`config.mk`:
```
export PLATFORM = sky130hd
export DESIGN_NAME = carry_select_subtractor16_pipe
export DESIGN_NICKNAME = d
export VERILOG_FILES = /design/src/rtl/carry_select_subtractor16_pipe.sv
export SDC_FILE = /design/constraint.sdc
export NUM_CORES = 1
export LEC_CHECK = 0
export CORE_ASPECT_RATIO = 1.1
export CORE_MARGIN = 10
export CORE_UTILIZATION = 30
export CTS_CLUSTER_SIZE = 20
export DETAILED_ROUTE_END_ITERATION = 8
export GPL_TIMING_DRIVEN = 0
export PLACE_DENSITY = 0.53
export SYNTH_ARGS = -nofsm -noshare
export SYNTH_HDL_FRONTEND = slang
export SYNTH_SLANG_ARGS = --single-unit
```
`constraint.sdc`:
```
create_clock -name clk -period 5.3 [get_ports clk]
set_clock_uncertainty 0.2 [all_clocks]
set_input_delay 0.53 -clock clk [delete_from_list [all_inputs] [get_ports clk]]
set_output_delay 0.53 -clock clk [all_outputs]
set_load 0.02 [all_outputs]
```
`src/rtl/carry_select_subtractor16_pipe.sv`:
```
// Carry-select subtractor (diff = a - b - bin) with a 2-stage valid/ready pipeline.
// Stage 1 resolves the lower half and both upper-half candidates; stage 2 selects on the mid borrow.
module carry_select_subtractor16_pipe #(
    parameter int unsigned WIDTH = 16,
    parameter int unsigned BLOCK = 4
) (
    input  logic             clk,
    input  logic             rst_n,
    input  logic             in_valid,
    output logic             in_ready,
    input  logic [WIDTH-1:0] a,
    input  logic [WIDTH-1:0] b,
    input  logic             bin,
    output logic             out_valid,
    input  logic             out_ready,
    output logic [WIDTH-1:0] diff,
    output logic             bout,
    output logic             ovf
);

    localparam int unsigned HALF = WIDTH / 2;
    localparam int unsigned NBLK = HALF / BLOCK;

    typedef struct packed {
        logic [HALF-1:0] diff_lo;
        logic            borrow_mid;
        logic [HALF-1:0] diff_hi0;
        logic [HALF-1:0] diff_hi1;
        logic            bout0;
        logic            bout1;
        logic            a_msb;
        logic            b_msb;
    } s1_t;

    // Ripple-borrow subtract of one BLOCK-wide slice; returns {borrow_out, diff}.
    function automatic logic [BLOCK:0] block_sub(input logic [BLOCK-1:0] x,
                                                 input logic [BLOCK-1:0] y,
                                                 input logic             bi);
        logic [BLOCK-1:0] d;
        logic             br;
        d  = '0;
        br = bi;
        for (int unsigned i = 0; i < BLOCK; i++) begin
            d[i] = x[i] ^ y[i] ^ br;
            br   = (~x[i] & y[i]) | (~(x[i] ^ y[i]) & br);
        end
        return {br, d};
    endfunction

    // Half-width subtract as a chain of BLOCK-wide ripple sub-blocks.
    function automatic logic [HALF:0] half_sub(input logic [HALF-1:0] x,
                                               input logic [HALF-1:0] y,
                                               input logic            bi);
        logic [HALF-1:0] d;
        logic            br;
        d  = '0;
        br = bi;
        for (int unsigned k = 0; k < NBLK; k++) begin
            {br, d[k*BLOCK +: BLOCK]} = block_sub(x[k*BLOCK +: BLOCK], y[k*BLOCK +: BLOCK], br);
        end
        return {br, d};
    endfunction

    s1_t             s1_c;
    s1_t             s1_q;
    logic            s1_valid;
    logic            s2_load;
    logic            in_xfer;
    logic            out_xfer;
    logic [HALF:0]   lo_res;
    logic [HALF:0]   hi0_res;
    logic [HALF:0]   hi1_res;
    logic [HALF-1:0] hi_sel;
    logic [WIDTH-1:0] diff_nxt;
    logic            bout_nxt;
    logic            ovf_nxt;

    assign s2_load  = s1_valid & (~out_valid | out_ready);
    assign in_ready = ~s1_valid | s2_load;
    assign in_xfer  = in_valid & in_ready;
    assign out_xfer = out_valid & out_ready;

    // Stage 1: lower half plus both upper-half speculations
    always_comb begin
        lo_res  = half_sub(a[HALF-1:0], b[HALF-1:0], bin);
        hi0_res = half_sub(a[WIDTH-1:HALF], b[WIDTH-1:HALF], 1'b0);
        hi1_res = half_sub(a[WIDTH-1:HALF], b[WIDTH-1:HALF], 1'b1);
        s1_c.diff_lo    = lo_res[HALF-1:0];
        s1_c.borrow_mid = lo_res[HALF];
        s1_c.diff_hi0   = hi0_res[HALF-1:0];
        s1_c.bout0      = hi0_res[HALF];
        s1_c.diff_hi1   = hi1_res[HALF-1:0];
        s1_c.bout1      = hi1_res[HALF];
        s1_c.a_msb      = a[WIDTH-1];
        s1_c.b_msb      = b[WIDTH-1];
    end

    // Stage 2: select the upper half on the actual mid borrow
    always_comb begin
        hi_sel   = s1_q.borrow_mid ? s1_q.diff_hi1 : s1_q.diff_hi0;
        diff_nxt = {hi_sel, s1_q.diff_lo};
        bout_nxt = s1_q.borrow_mid ? s1_q.bout1 : s1_q.bout0;
        ovf_nxt  = (s1_q.a_msb != s1_q.b_msb) && (diff_nxt[WIDTH-1] != s1_q.a_msb);
    end

    // Stage 1 payload; only meaningful while s1_valid is set
    always_ff @(posedge clk) begin
        if (in_xfer) begin
            s1_q <= s1_c;
        end
    end

    always_ff @(posedge clk) begin
        if (!rst_n) begin
            s1_valid  <= 1'b0;
            out_valid <= 1'b0;
            diff      <= '0;
            bout      <= 1'b0;
            ovf       <= 1'b0;
        end else begin
            s1_valid  <= in_xfer ? 1'b1 : (s2_load ? 1'b0 : s1_valid);
            out_valid <= s2_load ? 1'b1 : (out_xfer ? 1'b0 : out_valid);
            if (s2_load) begin
                diff <= diff_nxt;
                bout <= bout_nxt;
                ovf  <= ovf_nxt;
            end
        end
    end

endmodule

```
# After elaboration in Yosys (flattened, before gate mapping)
# Cells that the tools add are included.
# word_totals
wordCells	162
regBits	49
# classes
mux	6
n_eq_ne	2
n_bitwise	138
n_reduce_logical	3
# ops
operator	count
$and A1 B1 Y1	41
$xor A1 B1 Y1	38
$not A1 Y1	34
$or A1 B1 Y1	25
$mux W8	1
$mux W1	5
$reduce_bool A2 Y1	2
$ne A1 B1 Y1	2
$logic_and A1 B1 Y1	1

# Depth between registers and ports, before layout
# depth
ltp_word	18
ltp_mapped	12
ltp_nobuf	12

# Worst setup path before layout
# Ideal clock, no wire load.
# synth_timing
path_kind	input to register
from	in b[0]
to	reg s1_q, in the netlist diff_nxt[7], data pin
required_ns	4.831
setup_time_ns	0.269
arrival_time_ns	3.475
stages	11
setup_slack_ns	1.356
path_cell_list	inv_1 > fa_1 > inv_1 > fa_1 > fa_1 > fa_1 > fa_1 > fa_1 > fa_1 > inv_1 > fa_1
# synth_via
elab_chain_cells	17
# synth_rtl
element	line	source
from (decl)	12	input logic [WIDTH-1:0] b,
$xor A1 B1 Y1	45	br = (~x[i] & y[i]) | (~(x[i] ^ y[i]) & br);
$not A1 Y1	45	
$and A1 B1 Y1	45	
$or A1 B1 Y1 (*)	45	
$and A1 B1 Y1 (*)	45	
$or A1 B1 Y1 (*)	45	
$and A1 B1 Y1 (*)	45	
$or A1 B1 Y1 (*)	45	
[... 2 more ...]	--	
$and A1 B1 Y1 (*)	45	
$or A1 B1 Y1 (*)	45	
$and A1 B1 Y1 (*)	45	
$or A1 B1 Y1 (*)	45	
$and A1 B1 Y1 (*)	45	
$or A1 B1 Y1 (*)	45	
$xor A1 B1 Y1 (*)	44	d[i] = x[i] ^ y[i] ^ br;
named net lo_res[7]	70	logic [HALF:0] lo_res;
to (signal assigned)	109	s1_q <= s1_c;
to (decl)	65	s1_t s1_q;
# Mark *: on every way through the listed nets, which the timed path passes. The rest lies on a longest branch.
# A chain may end at the register's enable or synchronous reset.

# Worst setup path after layout
# layout_timing
from	in a[8]
to	reg s1_q[19] in the netlist's numbering, data pin
# layout_via
elab_chain_cells	15
# layout_rtl
element	line	source
from (decl)	11	input logic [WIDTH-1:0] a,
$not A1 Y1	45	
$and A1 B1 Y1 (2 in a row)	45	
$or A1 B1 Y1	45	
$and A1 B1 Y1	45	
$or A1 B1 Y1	45	
$and A1 B1 Y1	45	
$or A1 B1 Y1	45	
$and A1 B1 Y1	45	
$or A1 B1 Y1	45	
$and A1 B1 Y1	45	
$or A1 B1 Y1	45	
$and A1 B1 Y1	45	
$or A1 B1 Y1	45	
$xor A1 B1 Y1	44	
named net hi0_res[7]	71	logic [HALF:0] hi0_res;
# The timed path passes the listed nets, and every way through them passes these cells.

==> impl_metrics.py <==
metrics = {
    "setup_path": {
        "setup.worst_path.start": "a[8]",
        "worstPathRequired_ns": 5.15,
        "reg2reg_slack_ns": 2.92,
        "reg2reg_depth": 4,
        "startpoint_type": "input pin",
        "cp_max_fo": 2,
        "crit_end": "s1_q[19]",
        "rr_startpoint": "out_valid",
        "arrival_ns": 4.11,
        "critical_path_class": "input pin to register",
        "cp-end-kind": "register",
        "r2r_end": "s1_q[2]",
    },
    "sta": {
        "finalCritPeriodShare_pct": 80.5,
        "rsz0062_at_grt": "no",
        "tightestPinTransition_ns": 1.27,
        "fin_tns_setup_ns": 0,
        "worst_slack_ns": 1.03,
        "fmax_mhz": 234,
        "fin_crit_ns": 4.27,
        "timing.final.hold_violations": 0,
        "final_max_slew_viol_count": 0,
        "setup_viol": 0,
        "max_slew_margin_pct": 15.3,
    },
    "run_status": {
        "status": "finished clean",
    },
    "synth": {
        "synthFlopType": "edfxtp_1",
        "synth_cell_type_count": 24,
        "yosysMostFrequentCell": "inv_1",
        "synth.top_cells.by_count": "46 x inv_1, 29 x edfxtp_1, 22 x fa_1, 20 x a21oi_1, 20 x dfxtp_1",
        "syn_area_per_cell_um2": 12.3,
        "syn_inst": 191,
        "synth-seq-cells": 49,
        "syn_nets": 252,
        "yosysTopAreaCell": "edfxtp_1",
        "ys_async_sr_fraction_pct": 0,
        "synth_top_area_share_pct": 37.0,
        "seq_area_frac_synth_pct": 54.0,
        "ys_warn_count": 0,
        "synth-edff-count": 29,
        "synth_area_mm2": 0.00235,
        "synth_area_leaders": "edfxtp_1 37%, fa_1 19%, dfxtp_1 17%",
    },
    "clock_network": {
        "ctsHoldBuffers": 0,
        "cts_sinks": 49,
        "cts_post_setup_buffers_inserted": 0,
        "root_buffer": "clkbuf_8",
        "numCtsBuffers": 5,
        "cts_tree": "built",
        "path_clk_slew_ns": 0.09,
        "worstSkewPairLatency_ns": 0.29,
        "cts_resized": 0,
        "clockBufferDepth": 2,
        "cts-htree-levels": 2,
    },
    "placed_design": {
        "place_ws_ns": 0.700,
        "gp_congestion": 0.716,
        "portBuffers": 56,
        "dpl_cell_area_mm2": 0.00305,
        "hpwl_um": 3580,
    },
    "route": {
        "vias_per_cell": 4.02,
        "via_count": 1448,
        "finalWirelength_um": 4530,
        "first_pass_iters": 4,
        "first_iter_violations": 36,
        "ant_nets": 0,
        "drc": 0,
        "wl_per_cell_um": 12.6,
    },
    "cells_and_area": {
        "layout-drive-gt1-share_pct": 5.10,
        "final_area_mm2": 0.00316,
        "fillers": 723,
        "area_growth_pct": 34.2,
        "layout.nets": 315,
        "insertedDiodeCount": 0,
    },
    "floorplanning": {
        "die_h_um": 113,
        "rows": 33,
        "dieArea_mm2": 0.0118,
        "start_util_pct": 31.2,
        "core_area_mm2": 0.00756,
        "die_x_um": 104,
        "io_pins": 57,
    },
    "global_route": {
        "grt_usage_pct": 7.81,
        "grt_pass1_wl_um": 7500,
        "antenna_found_initial": 0,
        "grt_overflow": 0,
        "grt_pass1_vias": 1585,
        "grt_max_degree": 30,
    },
    "pwr": {
        "p_leak_nw": 1.27,
        "power.density_mw_per_mm2": 280,
        "vdd_drop_max_uv": 129,
    },
    "run": {
        "cap_violations": 0,
    },
    "min_path": {
        "hp-class": "register to register",
    },
}
## where the power goes
part / total (W) / switching (W) / internal [W]
Clock: 0.000264 / 0.000123 / 0.000141
Sequential: 0.000462 / 0.0000122 / 0.000450
Combinational: 0.000159 / 0.0000808 / 0.0000785
## flip-flops by register name, summed over array words and instances, names as in the netlist
signal and cells:
diff 16, diff_nxt 8, s1_valid 1, out_valid 1, bout 1, s1_q 21, ovf 1
## placed cells by master (no fill, tap or decap)
cell,instances
buf_2,2
nand3b_1,1
clkbuf_1,4
nand2b_1,1
clkbuf_8,5
inv_1,46
or3b_1,1
clkinv_2,1
o21ai_0,8
mux2i_1,9
a211oi_1,9
nand2_1,1
fa_1,22
a21oi_1,20
nor2_2,1
nor2b_1,1
bufinv_16,1
dfxtp_1,20
clkdlybuf4s50_1,56
clkinv_1,1
buf_1,1
nor2_1,1
edfxtp_1,29
buf_6,1
and2_1,1
a311oi_2,1
ha_1,2
inv_6,1
nand3_1,8
## critical path: stages
cell and delay, ns:
clkdlybuf4s50_1 0.48, inv_1 0.05, ha_1 0.20, fa_1 0.39, fa_1 0.40, fa_1 0.40
fa_1 0.40, fa_1 0.40, fa_1 0.39, inv_1 0.09, fa_1 0.40
## logic make-up after synthesis
logic type,after synthesis,synth area share (%)
buf+inv,55,9.19
flops,49,54.0
compound gates,38,9.46
fa+ha+maj,24,19.8
simple gates,16,3.77
mux,9,3.83
## how the worst min path moves through the flow
stage                            from  endpoint  cells past startpoint
after CTS                     diff[1]   diff[1]                      2
after detailed placement      diff[1]   diff[1]                      2
after floorplan           diff_nxt[0]   diff[0]                      2
after global placement        diff[0]   diff[0]                      2
after global routing          diff[0]   diff[0]                      2
final                         diff[2]   diff[2]                      2
## per-stage QoR
step           utilization (%)  hold slack [ns]  std cells  total power [W]
2_1_floorplan                -            0.292        191         0.000557
3_3_place_gp              40.3            0.265        352         0.000632
3_5_place_dp              40.3            0.267        352         0.000635
4_1_cts                   41.8            0.281        360         0.000901
5_1_grt                   41.8            0.304        360         0.000942
6_report                  41.8            0.280        360         0.000885
## layout make-up
cell class	instances	area (um2)	share of cell area, %
Inverter	47	176	5.58
Sequential cell	49	1270	40.2
Clock inverter	3	43.8	1.39
Timing Repair Buffer	56	561	17.7
Tap cell	105	131	4.16
Multi-Input combinational cell	87	867	27.4
Clock buffer	5	68.8	2.18
Buffer	8	40.0	1.27
## routing by layer
metal / GRT usage (%) / share of wire (%) / up-vias
met5: 0 / 0 / -
met4: 2.79 / 1.6 / 0
met3: 2.21 / 4.5 / 4
met2: 13.2 / 47 / 41
met1: 9.27 / 47 / 659
li1: - / - / 744
No activity file was read; power rests on OpenSTA's default activity.
